==> src/rtl/match_gated_select_pkg.sv <==
// Shared types and constants for the match-gated selector: FSM encoding,
// the substitute data pattern and the run-counter sizing helper.
package match_gated_select_pkg;

  typedef enum logic [1:0] {
    ST_IDLE = 2'd0,
    ST_ARM  = 2'd1,
    ST_PASS = 2'd2
  } state_t;

  localparam logic [3:0] DEFAULT_PATTERN = 4'b0101;

  // Bits needed to hold a run count in 0..hold.
  function automatic int run_width(input int hold);
    return $clog2(hold + 1);
  endfunction

endpackage

==> src/rtl/match_gated_select_sat_counter.sv <==
// Saturating up-counter with synchronous clear; at_max is registered
// alongside count so both change on the same edge.
module sat_counter #(
  parameter int W = 8
) (
  input  logic         clk,
  input  logic         rst,
  input  logic         inc,
  input  logic         clr,
  output logic [W-1:0] count,
  output logic         at_max
);

  localparam logic [W-1:0] MAX = '1;

  logic [W-1:0] r_count;
  logic         r_at_max;
  logic [W-1:0] w_nxt;

  // Clear has priority over a same-cycle increment.
  always_comb begin
    w_nxt = r_count;
    if (clr)                         w_nxt = '0;
    else if (inc && r_count != MAX)  w_nxt = r_count + W'(1);
  end

  always_ff @(posedge clk or posedge rst) begin
    if (rst) begin
      r_count  <= '0;
      r_at_max <= 1'b0;
    end else begin
      r_count  <= w_nxt;
      r_at_max <= (w_nxt == MAX);
    end
  end

  assign count  = r_count;
  assign at_max = r_at_max;

endmodule

==> src/rtl/match_gated_select.sv <==
// Passes in_data only after HOLD consecutive valid beats with ctrl all ones;
// otherwise emits DEFAULT. Counts mismatching valid beats in a saturating counter.
module match_gated_select
  import match_gated_select_pkg::*;
#(
  parameter int            DW      = 4,
  parameter int            CW      = 6,
  parameter logic [DW-1:0] DEFAULT = DW'(DEFAULT_PATTERN),
  parameter int            HOLD    = 2,
  parameter int            ERRW    = 8
) (
  input  logic            clk,
  input  logic            reset,
  input  logic            in_valid,
  input  logic [DW-1:0]   in_data,
  input  logic [CW-1:0]   ctrl,
  input  logic            clr_err,
  output logic            out_valid,
  output logic [DW-1:0]   out_data,
  output logic            out_match,
  output logic [ERRW-1:0] err_count,
  output logic            err_sat,
  output logic [1:0]      state
);

  localparam int              RW     = run_width(HOLD);
  localparam logic [RW-1:0]   HOLD_R = RW'(HOLD);
  localparam logic [RW:0]     HOLD_X = (RW+1)'(HOLD);

  state_t         r_state, w_state_nxt;
  logic [RW-1:0]  r_run, w_run_nxt;
  logic [RW:0]    w_inc;
  logic           w_match, w_pass, w_miss;
  logic           r_out_valid, r_out_match;
  logic [DW-1:0]  r_out_data;

  // An X on ctrl makes w_match X, which falls into the mismatch branch below.
  assign w_match = &ctrl;
  assign w_inc   = {1'b0, r_run} + (RW+1)'(1);

  always_comb begin
    w_run_nxt   = r_run;
    w_pass      = 1'b0;
    w_miss      = 1'b0;
    w_state_nxt = r_state;
    if (in_valid) begin
      if (w_match) begin
        w_pass    = (w_inc >= HOLD_X);
        w_run_nxt = w_pass ? HOLD_R : w_inc[RW-1:0];
      end else begin
        w_miss    = 1'b1;
        w_run_nxt = '0;
      end
    end
    if (w_run_nxt == '0)          w_state_nxt = ST_IDLE;
    else if (w_run_nxt == HOLD_R) w_state_nxt = ST_PASS;
    else                          w_state_nxt = ST_ARM;
  end

  always_ff @(posedge clk or posedge reset) begin
    if (reset) begin
      r_state <= ST_IDLE;
      r_run   <= '0;
    end else begin
      r_state <= w_state_nxt;
      r_run   <= w_run_nxt;
    end
  end

  // Output data/match only update on valid beats; idle cycles hold them.
  always_ff @(posedge clk or posedge reset) begin
    if (reset) begin
      r_out_valid <= 1'b0;
      r_out_data  <= DEFAULT;
      r_out_match <= 1'b0;
    end else begin
      r_out_valid <= in_valid;
      if (in_valid) begin
        r_out_data  <= w_pass ? in_data : DEFAULT;
        r_out_match <= w_pass;
      end
    end
  end

  sat_counter #(.W(ERRW)) u_err (
    .clk    (clk),
    .rst    (reset),
    .inc    (w_miss),
    .clr    (clr_err),
    .count  (err_count),
    .at_max (err_sat)
  );

  assign out_valid = r_out_valid;
  assign out_data  = r_out_data;
  assign out_match = r_out_match;
  assign state     = r_state;

  a_ctrl_known: assert property (@(posedge clk) disable iff (reset)
    in_valid |-> !$isunknown(ctrl));

endmodule

==> config.mk <==
export PLATFORM = sky130hd
export DESIGN_NAME = match_gated_select
export DESIGN_NICKNAME = d
export VERILOG_FILES = /design/src/rtl/match_gated_select_pkg.sv /design/src/rtl/match_gated_select_sat_counter.sv /design/src/rtl/match_gated_select.sv
export SDC_FILE = /design/constraint.sdc
export NUM_CORES = 1
export LEC_CHECK = 0
export BUFFER_PORTS_ARGS = -buffer_cell sky130_fd_sc_hd__buf_2
export CAP_MARGIN = 20
export CELL_PAD_IN_SITES_DETAIL_PLACEMENT = 1
export CELL_PAD_IN_SITES_GLOBAL_PLACEMENT = 1
export CORE_MARGIN = 2
export CORE_UTILIZATION = 37
export CTS_BUF_LIST = sky130_fd_sc_hd__clkbuf_16
export DETAILED_ROUTE_END_ITERATION = 8
export PLACE_DENSITY = 0.8
export SLEW_MARGIN = 20
export SYNTH_ARGS = -nofsm -noshare
export SYNTH_HDL_FRONTEND = slang
export SYNTH_HIERARCHICAL = 1
export SYNTH_SLANG_ARGS = --single-unit
==> constraint.sdc <==
create_clock -name clk -period 2.5 [get_ports clk]
set_input_delay 0.25 -clock clk [delete_from_list [all_inputs] [get_ports clk]]
set_output_delay 0.25 -clock clk [all_outputs]
set_load 0.02 [all_outputs]
After elaboration in Yosys (flattened, before gate mapping)

Cells that the tools add are included.

Register bits after elaboration: 19
Input bits: 14
Output and inout port bits: 17
Word-level logic and storage cells: 28

$add $sub $neg: 2
Order comparisons: 1
Eq/ne operators: 3
Muxes and demuxes: 12
Reductions and logical operators: 3

Operators with widths:

| operator                                                           | number |
|---|---|
| 2-to-1 mux 8 bit                                                   | 2 |
| 2-to-1 mux 2 bit                                                   | 5 |
| adder 8 x 1 -> 8 bit (second input constant)                       | 1 |
| equality test 8 bit (second input constant)                        | 1 |
| != test 8 bit (second input constant)                              | 1 |
| AND reduction 6 bit                                                | 1 |
| 2-to-1 mux 1 bit                                                   | 4 |
| 2-to-1 mux 4 bit                                                   | 1 |
| adder 2 x 1 -> 3 bit (second input constant)                       | 1 |
| greater-or-equal comparator 3 x 2 -> 1 bit (second input constant) | 1 |
| equality test 2 bit (second input constant)                        | 1 |
| logical NOT 2 bit                                                  | 1 |
| logical AND 1 bit                                                  | 1 |

Logic depth before layout (Yosys ltp)

Gate-level depths: netlist of run 1.

Depth in word-level cells: 8
Depth in mapped cells: 9
Gate-level depth less buffers: 8

Hierarchy

Netlist of run 1, hierarchy kept.

Modules (own cells, without submodules):

| module             | instances | cells each | area each (µm²) | seq. area each (µm²) |
|---|---|---|---|---|
| sat_counter        | 1         | 57         | 564.3           | 225.2 |
| match_gated_select | 1         | 36         | 416.6           | 252.7 |

Worst setup path after synthesis of run 1

No wires, ideal clock.

Path type: in2reg
Start point: input port ctrl[4]
End point: register u_err.r_at_max (netlist: u_err/at_max)
Library setup time: 0.111 ns
Arrival: 1.829 ns
Data required time: 2.389 ns
Slack: 0.560 ns
Cell stages on the path: 9
Buffers on the path: 1
Cells stage by stage: nand4_1 -> or2_4 -> and2_1 -> and4_1 -> buf_2 -> and4b_1 -> nor3_1 -> nand4_1 -> a2111oi_2

Longest elaborated chain between the ends: 7

Ends and longest elaborated chain:

| element                | line                                 | text |
|---|---|---|
| start: declaration     | match_gated_select.sv:16             | `input logic [CW-1:0] ctrl,` |
| AND reduction 6 bit    | match_gated_select.sv:38             | `assign w_match = &ctrl;` |
| 2-to-1 mux 1 bit       | match_gated_select.sv:47             | `if (w_match) begin` |
| 2-to-1 mux 1 bit       | match_gated_select.sv:46             | `if (in_valid) begin` |
| net w_miss             | match_gated_select.sv:33             | `logic w_match, w_pass, w_miss;` |
| logical AND 1 bit      | match_gated_select_sat_counter.sv:24 | `else if (inc && r_count != MAX) w_nxt = r_count + W'(1);` |
| 2-to-1 mux 8 bit       | match_gated_select_sat_counter.sv:24 |  |
| 2-to-1 mux 8 bit       | match_gated_select_sat_counter.sv:23 | `if (clr) w_nxt = '0;` |
| net u_err.w_nxt[7]     | match_gated_select_sat_counter.sv:18 | `logic [W-1:0] w_nxt;` |
| equality test 8 bit    | match_gated_select_sat_counter.sv:33 | `r_at_max <= (w_nxt == MAX);` |
| end signal: assignment | match_gated_select_sat_counter.sv:33 |  |
| end: declaration       | match_gated_select_sat_counter.sv:17 | `logic r_at_max;` |

The timed path passes the listed nets, and every way through them passes these cells.
A chain may end at the register's enable or synchronous reset.

Final worst setup path of run 1

Start point: register u_err.r_count[0] (netlist: u_err/count[0])
End point: register u_err.r_at_max (netlist: u_err/at_max)

Longest elaborated chain between the ends: 5
Elaborated cells on any way between the ends: 6
Classes of those cells: 1 x add/sub; 2 x eq/ne; 2 x mux; 1 x reduce/logical

Ends and longest elaborated chain:

| element                                                                      | line                                 | text |
|---|---|---|
| start: declaration                                                           | match_gated_select_sat_counter.sv:16 | `logic [W-1:0] r_count;` |
| start signal: assignment                                                     | match_gated_select_sat_counter.sv:32 | `r_count <= w_nxt;` |
| parallel branches: the longest is 2 deep, another holds adder 8 x 1 -> 8 bit | --                                   |  |
| 2-to-1 mux 8 bit (*)                                                         | match_gated_select_sat_counter.sv:24 |  |
| 2-to-1 mux 8 bit (*)                                                         | match_gated_select_sat_counter.sv:23 |  |
| equality test 8 bit (*)                                                      | match_gated_select_sat_counter.sv:33 |  |

Mark *: on every way between the ends.

==> results of run 1 <==
[stage by stage]
step	setup WS, ns	std cells	power [µW]	utilization [%]	cell area, µm²
5_1_grt	0.1536	153	736.6	48.70	1217
3_3_place_gp	0.3839	148	380.0	45.15	1129
2_1_floorplan	0.5599	93	359.1	-	980.9
6_report	0.4030	153	708.5	48.70	1217
4_1_cts	0.4168	153	718.0	48.70	1217
3_5_place_dp	0.2489	148	382.9	45.15	1129
[power by group through the flow]
stage          combinational (µW)  clock, µW  sequential [µW]
2_1_floorplan                29.2          0              330
3_3_place_gp                 54.4          0              326
3_5_place_dp                 56.8          0              326
4_1_cts                      58.3        339              321
5_1_grt                      63.9        351              322
6_report                     57.2        330              321
[state kept, by name, indices dropped and copies added, names as in the netlist]
register / count
u_err/at_max: 1
out_match: 1
u_err/count: 8
out_data: 4
out_valid: 1
r_run: 2
state: 2
[layout make-up]
type | instances | area [µm²]
fill | 299 | 1282
multi-input combinational | 63 | 440.4
sequential | 19 | 478.0
inverter | 6 | 22.52
tap | 30 | 37.54
clock buffer | 3 | 75.07
timing repair buffer | 31 | 160.2
clock inverter | 1 | 3.754
[final timing paths]
kind                                 from           end  slack, ns  cells past startpoint
max                        u_err/count[0]  u_err/at_max       0.40                      6
min                            in_data[0]   out_data[0]       0.21                      3
max reg2reg                u_err/count[0]  u_err/at_max       0.40                      6
min reg2reg                   out_data[0]   out_data[0]       0.50                      2
max in group asynchronous           reset   out_data[2]       1.67                      3
min in group asynchronous           reset   out_data[1]       0.52                      3
[cells by family (layout without fill, tap and decap cells)]
logic type / count (synthesis) / after routing / share of synthesized area (%)
and+or+nand+nor: 33 / 33 / 21.30
AOI/OAI and AO/OA: 25 / 25 / 18.37
DFF: 19 / 19 / 48.72
buffers and inverters: 11 / 41 / 6.378
xor gates and xnor gates: 2 / 2 / 1.786
muxes: 2 / 2 / 2.168
adders and majority gates: 1 / 1 / 1.275
[placed cells by master, fill, tap and decap left out, types with 2 or more instances in the layout]
master,n
nor4_1,2
nor2b_1,3
dfrtp_1,17
dfstp_2,2
clkbuf_16,3
nor2_1,6
nand3_1,3
xor2_1,2
o21bai_1,4
inv_1,7
nand2_1,4
nor3_1,3
buf_2,30
nand4_1,3
a31oi_1,5
a21oi_1,9
[worst register-to-register path: stages, from the launching register on]
cell and delay [ns]:
dfrtp_1 0.49, ha_1 0.37, and4_2 0.30, a31oi_1 0.11, nor4_1 0.32, nand4_1 0.15, a2111oi_2 0.24
[per-layer routing]
metal	vias to the layer above	share of wire (%)	track usage, %
met5	-	0	0
met2	27	48	27.21
met3	3	4.6	3.513
met1	420	45	22.60
li1	397	-	-
met4	0	1.8	8.362
[timing repair]
action / CTS / global route
setup endpoints to repair: 0 / 0
hold endpoints to repair: 17 / 0
hold buffers: 1 / 0
==> results.toml, run 1 <==
[die]
rows = 18
io-pin-count = 31
start_util_pct = 39.24
die_area_um2 = 3079
core-area_um2 = 2500
die_height_um = 55.49
die_w_um = 55.49

[clocking]
post_cts_resized = 0
cts-root-buf = "clkbuf_16"
insertion_delay_ns = 0.26
cts_sinks = 19
cts_tree = "done"
cts_buffer_depth = 2
htree_num_levels = 1
post_cts_buffers = 0
clk_pin_slew_worst_paths_ns = 0.05
numCtsBuffers = 3

[final_layout]
layout.nets = 139
num_antenna_cells = 0
layout-drive-gt1-share_pct = 36.59
area_growth_pct = 24.11

[route]
vias = 847
avgRoutedWirePerCell_um = 15.62
via_per_inst = 5.536
drtAntennaViolNets = 0
dr.pass1.iters = 4
drt-initial-drc-count = 40
drc = 0
routed_wl_um = 2390

[critical_path]
path_class = "register to register"
max_stage_delay_ns = 0.49
crit_chain = "ha_1 -> and4_2 -> a31oi_1 -> nor4_1 -> nand4_1 -> a2111oi_2"
crit_arrival_ns = 2.24
crit_path_start_kind = "register"
cpMaxStageDelayCell = "dfrtp_1"
critical-path-top-delay-family = "simple AND/OR/NAND/NOR gates"
path_buf_inv = 0
path_max_fanout = 8
setup.worst_path.end_class = "register"
crit_required_ns = 2.64

[timing]
timing.final.crit_share_pct = 83.88
rsz0062_at_grt = "false"
finalHoldViolations = 0
finalCriticalPeriod_ns = 2.097
fin_skew_ns = 0.001415
setup_viol = 0
finalMaxSlewViolations = 0
hold_slack_ns = 0.2104
worstMarginPinSlew_ns = 0.3832
slew_headroom_pct = 74.43
finalSetupTns_ns = 0
timing.fmax_mhz = 476.9

[global_routing]
grt_pass1_vias = 848
grt_overflow_total = 0
grt_pass1_wl_um = 4112
grt_max_degree = 17
antenna_found_initial = 0
grt_usage_pct = 17.30

[synth]
yosysMostFrequentCell = "dfrtp_1"
avgSynthCellArea_um2 = 10.55
syn-instance-count = 93
ys_seq_elements = 19
synth_top_flop_cell = "dfrtp_1"
synth_cell_type_count = 36
syn_nets = 108
synth.largest_area_cell = "dfrtp_1"
ys_top_cells_by_count = "17 x dfrtp_1, 9 x a21oi_1, 6 x inv_1, 6 x nor2_1, 5 x a31oi_1"
netlist_top_cells_area = "dfrtp_1 43%, dfstp_2 5.4%, a21oi_1 4.6%, a31oi_1 3.2%, o21bai_1 3.1%"
yosys.area.top_type_share_pct = 43.37
synth-edff-count = 0
synth_warnings = 6
yosysSeqAreaShare_pct = 48.72
async_flop_share_pct = 100.0
synthesis.area_um2 = 980.9

[pwr]
power_frac_seq_pct = 45.3
p_sw_uw = 160.2
swShare_pct = 22.62
p_clk_share_pct = 46.6
ir_drop_mv = 0.3204
combPwrFrac_pct = 8.1
leakage_uw = 0.0005866
p_int_uw = 548.2
power_density_nw_per_um2 = 581.9

[outcome]
status = "complete, no violations"

[place]
routabilityCongestion = 0.8243
io_buffers = 30
dp_hpwl_um = 1782

[hold_path]
hold_path_class = "input port to register"

[job]
drv_cap = 0
Power figures use the tool's default switching activity.
==> run 2: changes to the inputs <==
--- a/config.mk
+++ b/config.mk
@@ -10,10 +10,10 @@
 export CELL_PAD_IN_SITES_DETAIL_PLACEMENT = 1
 export CELL_PAD_IN_SITES_GLOBAL_PLACEMENT = 1
 export CORE_MARGIN = 2
-export CORE_UTILIZATION = 37
+export CORE_UTILIZATION = 34
 export CTS_BUF_LIST = sky130_fd_sc_hd__clkbuf_16
 export DETAILED_ROUTE_END_ITERATION = 8
-export PLACE_DENSITY = 0.8
+export PLACE_DENSITY = 0.77
 export SLEW_MARGIN = 20
 export SYNTH_ARGS = -nofsm -noshare
 export SYNTH_HDL_FRONTEND = slang
==> constraint.sdc (replaced) <==
create_clock -name clk -period 1.9 [get_ports clk]
set_input_delay 0.19 -clock clk [delete_from_list [all_inputs] [get_ports clk]]
set_output_delay 0.19 -clock clk [all_outputs]
set_load 0.02 [all_outputs]
==> run 2 against run 1 <==
Compared with the run above: clock power is 28% higher; sequential share of layout area is 3.4 points lower; worst hold slack worse by 0.045 ns; combinational power is 82% higher; non-clock buffer count is 9 higher; sequential cell count stayed put; register-to-register slack worse by 0.31 ns; critical path type unchanged; critical endpoint unchanged.
==> results.toml, run 2 (synthesized netlist as in run 1, its figures left out) <==
[outcome]
status = "complete, no violations"

[pwr]
power_density_nw_per_um2 = 708.0
leakage_uw = 0.0006355
finalPower_uw = 943.4
ir_drop_mv = 0.3559

[timing]
finalCriticalPeriod_ns = 1.803
finalMaxSlewViolations = 0
worstMarginPinSlew_ns = 0.5525
finalHoldViolations = 0
fin_skew_ns = 0.001488
rsz0062_at_grt = "false"
setup_viol = 0
slew_headroom_pct = 62.82
timing.final.crit_share_pct = 94.89
timing.fmax_mhz = 554.7

[die]
start_util_pct = 35.57
die_w_um = 57.72
io-pin-count = 31
rows = 19
core-area_um2 = 2758
die_area_um2 = 3331
die_height_um = 57.72

[place]
io_buffers = 30
routabilityCongestion = 0.7619
place_area_um2 = 1190
dp_hpwl_um = 1925

[route]
drtAntennaViolNets = 0
dr.pass1.iters = 4
avgRoutedWirePerCell_um = 16.36
drc = 0
via_per_inst = 5.270
vias = 859
drt-initial-drc-count = 26
routed_wl_um = 2666

[final_layout]
layout-drive-gt1-share_pct = 44.70
largest_register_ffs = 8
area_growth_pct = 35.84
final_common_cell = "buf_2"
most-common-layout-cells = "30 x buf_2, 17 x dfrtp_1, 9 x a21oi_1, 8 x buf_4, 7 x inv_1"
num-fill-cells = 319
num_antenna_cells = 0
layout.nets = 148
post-route-cell-area_um2 = 1333

[global_routing]
grt_overflow_total = 0
grt_usage_pct = 16.08
antenna_found_initial = 0
grt_pass1_wl_um = 4174
grt_max_degree = 16
grt_pass1_vias = 915

[critical_path]
crit_path_start_kind = "register"
max_stage_delay_ns = 0.43
cpMaxStageDelayCell = "or3b_1"
crit_chain = "ha_4 -> buf_4 -> nand3_4 -> o21ai_4 -> or3b_1 -> a2111oi_4"
path_max_fanout = 5
setup.worst_path.end_class = "register"
path_class = "register to register"
crit_arrival_ns = 1.94
critical-path-top-delay-family = "simple AND/OR/NAND/NOR gates"
path_buf_inv = 1
crit_required_ns = 2.04

[clocking]
cts_sinks = 19
cts-root-buf = "clkbuf_16"
numCtsBuffers = 3
cts_buffer_depth = 2
insertion_delay_ns = 0.24
htree_num_levels = 1
clk_pin_slew_worst_paths_ns = 0.05
cts_tree = "done"

[hold_path]
hold_path_class = "input port to register"

[job]
drv_cap = 0
[run 2: through the flow]
stage | worst slack (ns) | instances | util [%] | setup TNS [ns] | hold slack, ns
after global placement | 0.01328 | 157 | 43.15 | 0 | 0.1832
after detailed placement | -0.07592 | 157 | 43.15 | -0.07592 | 0.1880
after CTS | 0.01105 | 162 | 46.37 | 0 | 0.1628
after floorplan | 0.01025 | 93 | - | 0 | 0.01792
after global routing | 0.003504 | 163 | 48.32 | 0 | 0.1789
final | 0.09707 | 163 | 48.32 | 0 | 0.1654
[run 2: repair_timing]
item / in CTS / in global routing
resized for setup: 0 / 8
buffers inserted: 0 / 2
endpoints found under the setup margin: 0 / 1
hold buffers: 1 / 0
endpoints found under the hold margin: 17 / 0
[run 2: worst paths after layout]
path                                start             end  slack [ns]  cells past startpoint
hold / removal                 in_data[0]     out_data[0]        0.17                      3
hold reg to reg               out_data[2]     out_data[2]        0.49                      2
max in group asynchronous           reset     out_data[0]        1.11                      3
min in group asynchronous           reset  u_err/count[2]        0.47                      3
setup reg to reg           u_err/count[0]    u_err/at_max         0.1                      6
setup / recovery           u_err/count[0]    u_err/at_max         0.1                      6
[run 2: layer usage]
metal  global-route usage [%]  part of all wire [%]
met1                    19.57                    44
met2                    29.22                    52
met3                    2.902                   3.8
met4                    3.987                  0.30
met5                        0                     0
[run 2: power by group]
group | internal [µW] | switching, µW
clock network | 279 | 142
registers | 412 | 6.07
logic | 45.1 | 59.4
total | 736 | 207
[run 2: layout make-up]
class                   count  area [µm²]  area share, %
multi-input cells          63       483.0          36.24
clock inverters             1       3.754         0.2817
inverters                   6       22.52          1.690
flip-flops and latches     19       478.0          35.87
clock buffers               3       75.07          5.634
repair buffers             40       231.5          17.37
well taps                  31       38.79          2.911
[run 2: worst reg2reg max path, stage by stage, from the launching register on]
cell and delay (ns):
dfrtp_1 0.41, ha_4 0.19, buf_4 0.15, nand3_4 0.07
o21ai_4 0.08, or3b_1 0.43, a2111oi_4 0.36
